**config.mk**
```make
export PLATFORM = sky130hd
export DESIGN_NAME = fmq_cmd_tx_flat
export DESIGN_NICKNAME = d
export VERILOG_FILES = /design/src/rtl/fmq_cmd_pkg.sv /design/src/rtl/fmq_cmd_tx_if.sv /design/src/rtl/fmq_cmd_encode.sv /design/src/rtl/fmq_cmd_tx.sv /design/src/flat_wrapper.sv
export SDC_FILE = /design/constraint.sdc
export NUM_CORES = 1
export LEC_CHECK = 0
export BUFFER_PORTS_ARGS = -buffer_cell sky130_fd_sc_hd__buf_2
export CORE_MARGIN = 4
export CORE_UTILIZATION = 53
export CTS_BUF_LIST = sky130_fd_sc_hd__clkbuf_4
export CTS_CLUSTER_SIZE = 28
export DETAILED_ROUTE_END_ITERATION = 10
export GPL_ROUTABILITY_DRIVEN = 1
export HOLD_SLACK_MARGIN = 0.06
export PLACE_DENSITY = 0.85
export SLEW_MARGIN = 20
export SYNTH_ARGS = -nofsm -noshare
export SYNTH_HDL_FRONTEND = slang
export SYNTH_SLANG_ARGS = --single-unit
```
**constraint.sdc**
```tcl
create_clock -name clk -period 1.85 [get_ports clk]
set_input_delay 0 -clock clk [delete_from_list [all_inputs] [get_ports clk]]
set_output_delay 0 -clock clk [all_outputs]
set_load 0.03 [all_outputs]
```
**src/rtl/fmq_cmd_pkg.sv**
```systemverilog
// Shared constants and types for the levitator-array UART command path.
// The array-side decoder imports the same b0 marker definition.
package fmq_cmd_pkg;

    localparam logic [1:0] CMD_OFFSET  = 2'b00;
    localparam logic [1:0] CMD_RELOAD  = 2'b01;
    localparam logic [1:0] CMD_QUERY   = 2'b10;
    localparam logic [1:0] CMD_DAC     = 2'b11;

    localparam logic [1:0] ERR_OK      = 2'b00;
    localparam logic [1:0] ERR_ECHO    = 2'b01;
    localparam logic [1:0] ERR_TIMEOUT = 2'b10;

    localparam int         CMD_DATA_W  = 12;
    localparam int         B0_MARK_BIT = 7;
    localparam logic [7:0] B0_MARK     = 8'h01 << B0_MARK_BIT;

    typedef enum logic [2:0] {
        ST_IDLE,
        ST_SEND,
        ST_WAIT_ECHO,
        ST_WAIT_RESP,
        ST_DONE
    } state_e;

    // Byte 0 is the first on the wire and sits in the top of the frame.
    function automatic logic [7:0] frame_byte(input logic [23:0] frame, input logic [1:0] idx);
        case (idx)
            2'd0:    return frame[23:16];
            2'd1:    return frame[15:8];
            default: return frame[7:0];
        endcase
    endfunction

endpackage

```
**src/rtl/fmq_cmd_tx_if.sv**
```systemverilog
// Command request, UART byte streams and completion status of the command initiator.
// slave is the initiator's own view; master is the host/UART side.
interface fmq_cmd_tx_if;
    import fmq_cmd_pkg::*;

    logic                  cmd_valid;
    logic                  cmd_ready;
    logic [1:0]            cmd_type;
    logic [6:0]            cmd_index;
    logic [CMD_DATA_W-1:0] cmd_data;

    logic [7:0]            tx_tdata;
    logic                  tx_tvalid;
    logic                  tx_tready;

    logic [7:0]            rx_tdata;
    logic                  rx_tvalid;
    logic                  rx_tready;

    logic                  done;
    logic [1:0]            err;
    logic [7:0]            resp_data;
    logic                  busy;

    modport slave (
        input  cmd_valid, cmd_type, cmd_index, cmd_data, tx_tready, rx_tdata, rx_tvalid,
        output cmd_ready, tx_tdata, tx_tvalid, rx_tready, done, err, resp_data, busy
    );

    modport master (
        output cmd_valid, cmd_type, cmd_index, cmd_data, tx_tready, rx_tdata, rx_tvalid,
        input  cmd_ready, tx_tdata, tx_tvalid, rx_tready, done, err, resp_data, busy
    );

endinterface

```
**src/rtl/fmq_cmd_encode.sv**
```systemverilog
// Combinational encoder from command fields to the 3-byte array frame ({b0, b1, b2}).
// Only b0 carries the marker bit so the array can resynchronise on it.
module fmq_cmd_encode
    import fmq_cmd_pkg::*;
#(
    parameter int OFFSET_WIDTH = 11
) (
    input  logic [1:0]            type_i,
    input  logic [6:0]            index_i,
    input  logic [OFFSET_WIDTH:0] data_i,
    output logic [23:0]           frame_o
);

    logic [7:0] b0, b1, b2;

    always_comb begin
        b0 = B0_MARK;
        b1 = '0;
        b2 = '0;
        case (type_i)
            CMD_OFFSET: begin
                b0 = B0_MARK | {3'b000, index_i[6:2]};
                b1 = {1'b0, index_i[1:0], data_i[OFFSET_WIDTH:OFFSET_WIDTH-4]};
                b2 = {1'b0, data_i[6:0]};
            end
            CMD_RELOAD: b0 = B0_MARK | 8'h20;
            CMD_QUERY:  b0 = B0_MARK | 8'h40;
            default: begin
                // data[8] picks divisor (1) or value (0); payload bit 7 rides alone in b1
                b0 = B0_MARK | {1'b0, 2'b11, data_i[8], 4'b0000};
                b1 = {7'b0, data_i[7]};
                b2 = {1'b0, data_i[6:0]};
            end
        endcase
    end

    assign frame_o = {b0, b1, b2};

endmodule

```
**src/rtl/fmq_cmd_tx.sv**
```systemverilog
// Host-side command initiator: latches one request as a 3-byte frame, sends it one byte
// at a time, checks every echo, captures a query reply and reports status with done/err.
module fmq_cmd_tx
    import fmq_cmd_pkg::*;
#(
    parameter int DATA_WIDTH   = 8,
    parameter int OFFSET_WIDTH = 11,
    parameter int TIMEOUT      = 50000
) (
    input  logic        clk,
    input  logic        rst,
    fmq_cmd_tx_if.slave bus
);

    localparam int            TW     = $clog2(TIMEOUT + 1);
    localparam logic [TW-1:0] T_LAST = TW'(TIMEOUT - 1);

    state_e                state_q;
    logic [23:0]           frame_d, frame_q;
    logic [1:0]            byte_idx_q;
    logic                  is_query_q;
    logic [TW-1:0]         timer_q;
    logic                  cmd_ready_q, tx_tvalid_q, rx_tready_q, done_q, busy_q;
    logic [DATA_WIDTH-1:0] tx_tdata_q, resp_data_q;
    logic [1:0]            err_q;

    fmq_cmd_encode #(.OFFSET_WIDTH(OFFSET_WIDTH)) u_encode (
        .type_i  (bus.cmd_type),
        .index_i (bus.cmd_index),
        .data_i  (bus.cmd_data),
        .frame_o (frame_d)
    );

    always_ff @(posedge clk or negedge rst) begin
        if (!rst) begin
            state_q     <= ST_IDLE;
            frame_q     <= '0;
            byte_idx_q  <= '0;
            is_query_q  <= 1'b0;
            timer_q     <= '0;
            cmd_ready_q <= 1'b1;
            tx_tvalid_q <= 1'b0;
            tx_tdata_q  <= '0;
            rx_tready_q <= 1'b0;
            done_q      <= 1'b0;
            err_q       <= ERR_OK;
            resp_data_q <= '0;
            busy_q      <= 1'b0;
        end else begin
            done_q <= 1'b0;
            case (state_q)
                ST_IDLE: begin
                    // stray rx bytes are drained while idle
                    rx_tready_q <= 1'b1;
                    if (bus.cmd_valid) begin
                        frame_q     <= frame_d;
                        is_query_q  <= (bus.cmd_type == CMD_QUERY);
                        byte_idx_q  <= 2'd0;
                        tx_tdata_q  <= frame_byte(frame_d, 2'd0);
                        tx_tvalid_q <= 1'b1;
                        cmd_ready_q <= 1'b0;
                        rx_tready_q <= 1'b0;
                        busy_q      <= 1'b1;
                        err_q       <= ERR_OK;
                        resp_data_q <= '0;
                        state_q     <= ST_SEND;
                    end
                end
                ST_SEND: begin
                    if (bus.tx_tready) begin
                        tx_tvalid_q <= 1'b0;
                        rx_tready_q <= 1'b1;
                        timer_q     <= '0;
                        state_q     <= ST_WAIT_ECHO;
                    end
                end
                ST_WAIT_ECHO: begin
                    // a byte on the expiry cycle takes priority over the timeout
                    if (bus.rx_tvalid) begin
                        timer_q <= '0;
                        if (bus.rx_tdata != tx_tdata_q) begin
                            err_q       <= ERR_ECHO;
                            done_q      <= 1'b1;
                            rx_tready_q <= 1'b0;
                            state_q     <= ST_DONE;
                        end else if (byte_idx_q != 2'd2) begin
                            byte_idx_q  <= byte_idx_q + 2'd1;
                            tx_tdata_q  <= frame_byte(frame_q, byte_idx_q + 2'd1);
                            tx_tvalid_q <= 1'b1;
                            rx_tready_q <= 1'b0;
                            state_q     <= ST_SEND;
                        end else if (is_query_q) begin
                            state_q     <= ST_WAIT_RESP;
                        end else begin
                            err_q       <= ERR_OK;
                            done_q      <= 1'b1;
                            rx_tready_q <= 1'b0;
                            state_q     <= ST_DONE;
                        end
                    end else if (timer_q == T_LAST) begin
                        err_q       <= ERR_TIMEOUT;
                        done_q      <= 1'b1;
                        rx_tready_q <= 1'b0;
                        state_q     <= ST_DONE;
                    end else begin
                        timer_q <= timer_q + TW'(1);
                    end
                end
                ST_WAIT_RESP: begin
                    if (bus.rx_tvalid) begin
                        resp_data_q <= bus.rx_tdata;
                        err_q       <= ERR_OK;
                        done_q      <= 1'b1;
                        rx_tready_q <= 1'b0;
                        state_q     <= ST_DONE;
                    end else if (timer_q == T_LAST) begin
                        err_q       <= ERR_TIMEOUT;
                        done_q      <= 1'b1;
                        rx_tready_q <= 1'b0;
                        state_q     <= ST_DONE;
                    end else begin
                        timer_q <= timer_q + TW'(1);
                    end
                end
                ST_DONE: begin
                    cmd_ready_q <= 1'b1;
                    rx_tready_q <= 1'b1;
                    busy_q      <= 1'b0;
                    state_q     <= ST_IDLE;
                end
                default: begin
                    cmd_ready_q <= 1'b1;
                    tx_tvalid_q <= 1'b0;
                    busy_q      <= 1'b0;
                    state_q     <= ST_IDLE;
                end
            endcase
        end
    end

    assign bus.cmd_ready = cmd_ready_q;
    assign bus.tx_tdata  = tx_tdata_q;
    assign bus.tx_tvalid = tx_tvalid_q;
    assign bus.rx_tready = rx_tready_q;
    assign bus.done      = done_q;
    assign bus.err       = err_q;
    assign bus.resp_data = resp_data_q;
    assign bus.busy      = busy_q;

endmodule

```
**src/flat_wrapper.sv**
```systemverilog
// flat-port wrapper written by rule: the top's interface ports become plain ports
module fmq_cmd_tx_flat import fmq_cmd_pkg::*;
#(
    parameter int DATA_WIDTH   = 8,
    parameter int OFFSET_WIDTH = 11,
    parameter int TIMEOUT      = 50000
)
  (clk, rst, bus_cmd_valid, bus_cmd_type, bus_cmd_index, bus_cmd_data, bus_tx_tready, bus_rx_tdata, bus_rx_tvalid, bus_cmd_ready, bus_tx_tdata, bus_tx_tvalid, bus_rx_tready, bus_done, bus_err, bus_resp_data, bus_busy);
  fmq_cmd_tx_if bus_i ();
  input  logic clk;
  input  logic rst;
  input wire logic [$bits(bus_i.cmd_valid)-1:0] bus_cmd_valid;
  input wire logic [$bits(bus_i.cmd_type)-1:0] bus_cmd_type;
  input wire logic [$bits(bus_i.cmd_index)-1:0] bus_cmd_index;
  input wire logic [$bits(bus_i.cmd_data)-1:0] bus_cmd_data;
  input wire logic [$bits(bus_i.tx_tready)-1:0] bus_tx_tready;
  input wire logic [$bits(bus_i.rx_tdata)-1:0] bus_rx_tdata;
  input wire logic [$bits(bus_i.rx_tvalid)-1:0] bus_rx_tvalid;
  output wire logic [$bits(bus_i.cmd_ready)-1:0] bus_cmd_ready;
  output wire logic [$bits(bus_i.tx_tdata)-1:0] bus_tx_tdata;
  output wire logic [$bits(bus_i.tx_tvalid)-1:0] bus_tx_tvalid;
  output wire logic [$bits(bus_i.rx_tready)-1:0] bus_rx_tready;
  output wire logic [$bits(bus_i.done)-1:0] bus_done;
  output wire logic [$bits(bus_i.err)-1:0] bus_err;
  output wire logic [$bits(bus_i.resp_data)-1:0] bus_resp_data;
  output wire logic [$bits(bus_i.busy)-1:0] bus_busy;
  assign bus_i.cmd_valid = bus_cmd_valid;
  assign bus_i.cmd_type = bus_cmd_type;
  assign bus_i.cmd_index = bus_cmd_index;
  assign bus_i.cmd_data = bus_cmd_data;
  assign bus_i.tx_tready = bus_tx_tready;
  assign bus_i.rx_tdata = bus_rx_tdata;
  assign bus_i.rx_tvalid = bus_rx_tvalid;
  assign bus_cmd_ready = bus_i.cmd_ready;
  assign bus_tx_tdata = bus_i.tx_tdata;
  assign bus_tx_tvalid = bus_i.tx_tvalid;
  assign bus_rx_tready = bus_i.rx_tready;
  assign bus_done = bus_i.done;
  assign bus_err = bus_i.err;
  assign bus_resp_data = bus_i.resp_data;
  assign bus_busy = bus_i.busy;
  fmq_cmd_tx #(.DATA_WIDTH(DATA_WIDTH), .OFFSET_WIDTH(OFFSET_WIDTH), .TIMEOUT(TIMEOUT)) u_core (.clk(clk), .rst(rst), .bus(bus_i));
endmodule
```
==> out/qor.yml <==
outcome:
  violations: "setup timing"
  status: "complete, but fails checks"
sta:
  fin_crit_sh_pct: 101
  fin_skew_ns: 0.0150
  setup_violations: 7
  tns_ns: -0.0450
  worst_slew_margin_rel_pct: 66.5
  final_max_slew_viol_count: 0
  tightest_slew_ns: 0.503
  max_freq_mhz: 537
  fin_crit_ns: 1.86
  setup_slack_ns: -0.0116
  hold_viol: 0
  rsz0062_at_grt: "true"
critical_path:
  regToRegStartpoint: "u_core.bus.tx_tdata[5]"
  crit_type: "flip-flop to flip-flop"
  end_kind: "flip-flop"
  start_kind: "flip-flop"
  timing.rr.end: "u_core.byte_idx_q[0]"
  path_max_fanout: 10
  required_ns: 2.16
  cp.arrival_ns: 2.17
  r2r_cells: 6
  r2r_setup_slack_ns: -0.01
global_routing:
  antenna_found_initial: 0
  grt_pass1_vias: 3000
  grt_first_pass_wirelength_um: 14400
  grt_overflow: 0
  grt_max_degree: 46
  grt_usage_pct: 23.7
drt:
  wl_per_cell_um: 15.7
  route.detailed.drc: 0
  viasPerCell: 5.59
  num_vias: 3070
  drt_iter0_drc: 194
  first_pass_iters: 5
  wl_um: 8610
  route.antenna.remaining_nets: 0
floorplanning:
  core_area_um2: 6350
  start_util_pct: 54.4
  die_h_um: 88.7
  io-pin-count: 57
  die_w_um: 88.7
  fp.dieArea_um2: 7870
  num_rows: 29
synthesis:
  yosysTopAreaCellShare_pct: 47.8
  syn_area_um2: 3450
  syn-num-nets: 405
  synth-seq-cells: 67
  ys_types: 47
  synth_edf_count: 0
  yosysSeqAreaShare_pct: 48.6
  synthArstFlopShare_pct: 100
  avgSynthCellArea_um2: 9.52
  ys.flop_type: "dfrtp_1"
  syn_inst: 363
  ys_warn_count: 0
  synth_area_leader_cell: "dfrtp_1"
  synth_area_leaders: "dfrtp_1 48%, nand2_1 6.4%, o21ai_0 5.7%, xor2_1 5.3%, mux2_4 3.9%"
power:
  power.density_nw_per_um2: 1300
  leakagePower_nw: 2.12
  max-vdd-ir-drop_mv: 0.716
clock_network:
  cts_buffer_depth: 2
  htreeDepth: 3
  worstSkewPairLatency_ns: 0.42
  cts_sinks: 67
  cts_tree: "built"
  clk_pin_slew_ns: 0.12
  cts_root_buf: "clkbuf_4"
  numCtsBuffers: 9
job:
  drv_cap: 0
final_layout:
  drive_above_1_share_pct: 26.1
  fin_util_pct: 70.0
  fin_nets: 509
  final_common_cell: "dfrtp_1"
  diodes: 0
  area_delta_synth_final_pct: 28.7
  layout_common_cells: "61 x dfrtp_1, 59 x nand2_1, 56 x buf_2, 38 x o21ai_0, 33 x dlygate4sd3_1"
  fillCellCount: 438
placement:
  gp_congestion: 0.863
  io_buffers: 56
  dpl.hpwl_um: 5790
  dp_slack_ns: 0.00416
hold_path:
  hold_class: "input port to async pin"
worst max path at each step:
stage,start,to,cells after the start
after floorplan,u_core.bus.tx_tdata[5],u_core.bus.tx_tdata[2],6
after detailed placement,u_core.bus.tx_tdata[2],u_core.bus.tx_tdata[1],6
after global routing,u_core.bus.tx_tdata[5],u_core.state_q[1],6
final,u_core.bus.tx_tdata[5],u_core.byte_idx_q[0],6
after CTS,u_core.bus.tx_tdata[5],u_core.byte_idx_q[0],6
after global placement,u_core.bus.tx_tdata[5],u_core.bus.tx_tdata[7],6
synthesized netlist by cell type, types with 7 or more instances:
cell      instances
ha_1              8
nand2_1          59
a22o_1            9
a21oi_1           7
a22oi_1           8
clkbuf_1         15
mux2_4            9
o21ai_0          39
inv_1            10
nand3_1          11
xor2_1           21
nand4_1           8
dfrtp_1          66
nand2b_1         10
nor3_1            7
nor2_1           32
worst max-delay path: stages, from the launching register on:
cell	delay (ns)
dfrtp_2	0.44
xor2_2	0.16
nor4_4	0.31
nand3_2	0.11
o31a_1	0.28
buf_12	0.16
mux2_4	0.29
sequential cells by signal (all words and copies together) (netlist names):
| signal | flops |
|---|---|
| u_core.bus.busy | 1 |
| u_core.bus.cmd_ready | 1 |
| u_core.bus.done | 1 |
| u_core.bus.err | 2 |
| u_core.bus.resp_data | 8 |
| u_core.bus.rx_tready | 1 |
| u_core.bus.tx_tdata | 8 |
| u_core.bus.tx_tvalid | 1 |
| u_core.byte_idx_q | 2 |
| u_core.frame_q | 22 |
| u_core.is_query_q | 1 |
| u_core.state_q | 3 |
| u_core.timer_q | 16 |
report_power, final:
group	internal [mW]	switching, mW
registers	1.91	0.368
logic	1.04	1.50
clock network	0.407	0.558
per-layer routing:
| layer | part of all wire (%) | up-vias | track usage [%] |
|---|---|---|---|
| li1 | - | 1463 | - |
| met1 | 42 | 1462 | 31.7 |
| met2 | 49 | 126 | 38.0 |
| met3 | 6.8 | 19 | 5.21 |
| met4 | 1.9 | 0 | 8.52 |
| met5 | 0 | - | 0 |
area by class of cell:
type	count	area, um2	share of cell area, %
Clock buffer	9	67.6	1.52
Timing Repair Buffer	111	801	18.0
Inverter	10	37.5	0.844
Clock inverter	7	68.8	1.55
Multi-Input combinational cell	268	1690	38.0
Tap cell	77	96.3	2.17
Sequential cell	67	1680	37.9
cells by family after synthesis:
| logic type | after synthesis | synth area share (%) |
|---|---|---|
| AOI/OAI and AO/OA | 79 | 14.6 |
| muxes | 11 | 4.49 |
| buffers and inverters | 28 | 3.33 |
| DFF | 67 | 48.6 |
| xor gates and xnor gates | 22 | 5.58 |
| and+or+nand+nor | 148 | 20.5 |
| adders and majority gates | 8 | 2.90 |
what timing repair did:
item | 4_1_cts | 5_1_grt
gates resized for setup | 1 | 5
hold buffers | 33 | 0
pin swaps | 0 | 0
setup buffers | 0 | 1
endpoints found under the hold margin | 105 | 0
setup endpoints to repair | 10 | 34
through the flow:
step	hold slack (ns)	cell area [um2]	power, mW	cells
detailed placement	-0.00725	3960	4.72	499
global placement	-0.0121	3960	4.63	499
finish	0.0688	4450	5.79	549
global route	0.0987	4450	6.16	549
CTS	0.0824	4430	5.73	548
floorplan	-0.296	3470	3.94	363
Power figures use the tool's default switching activity.
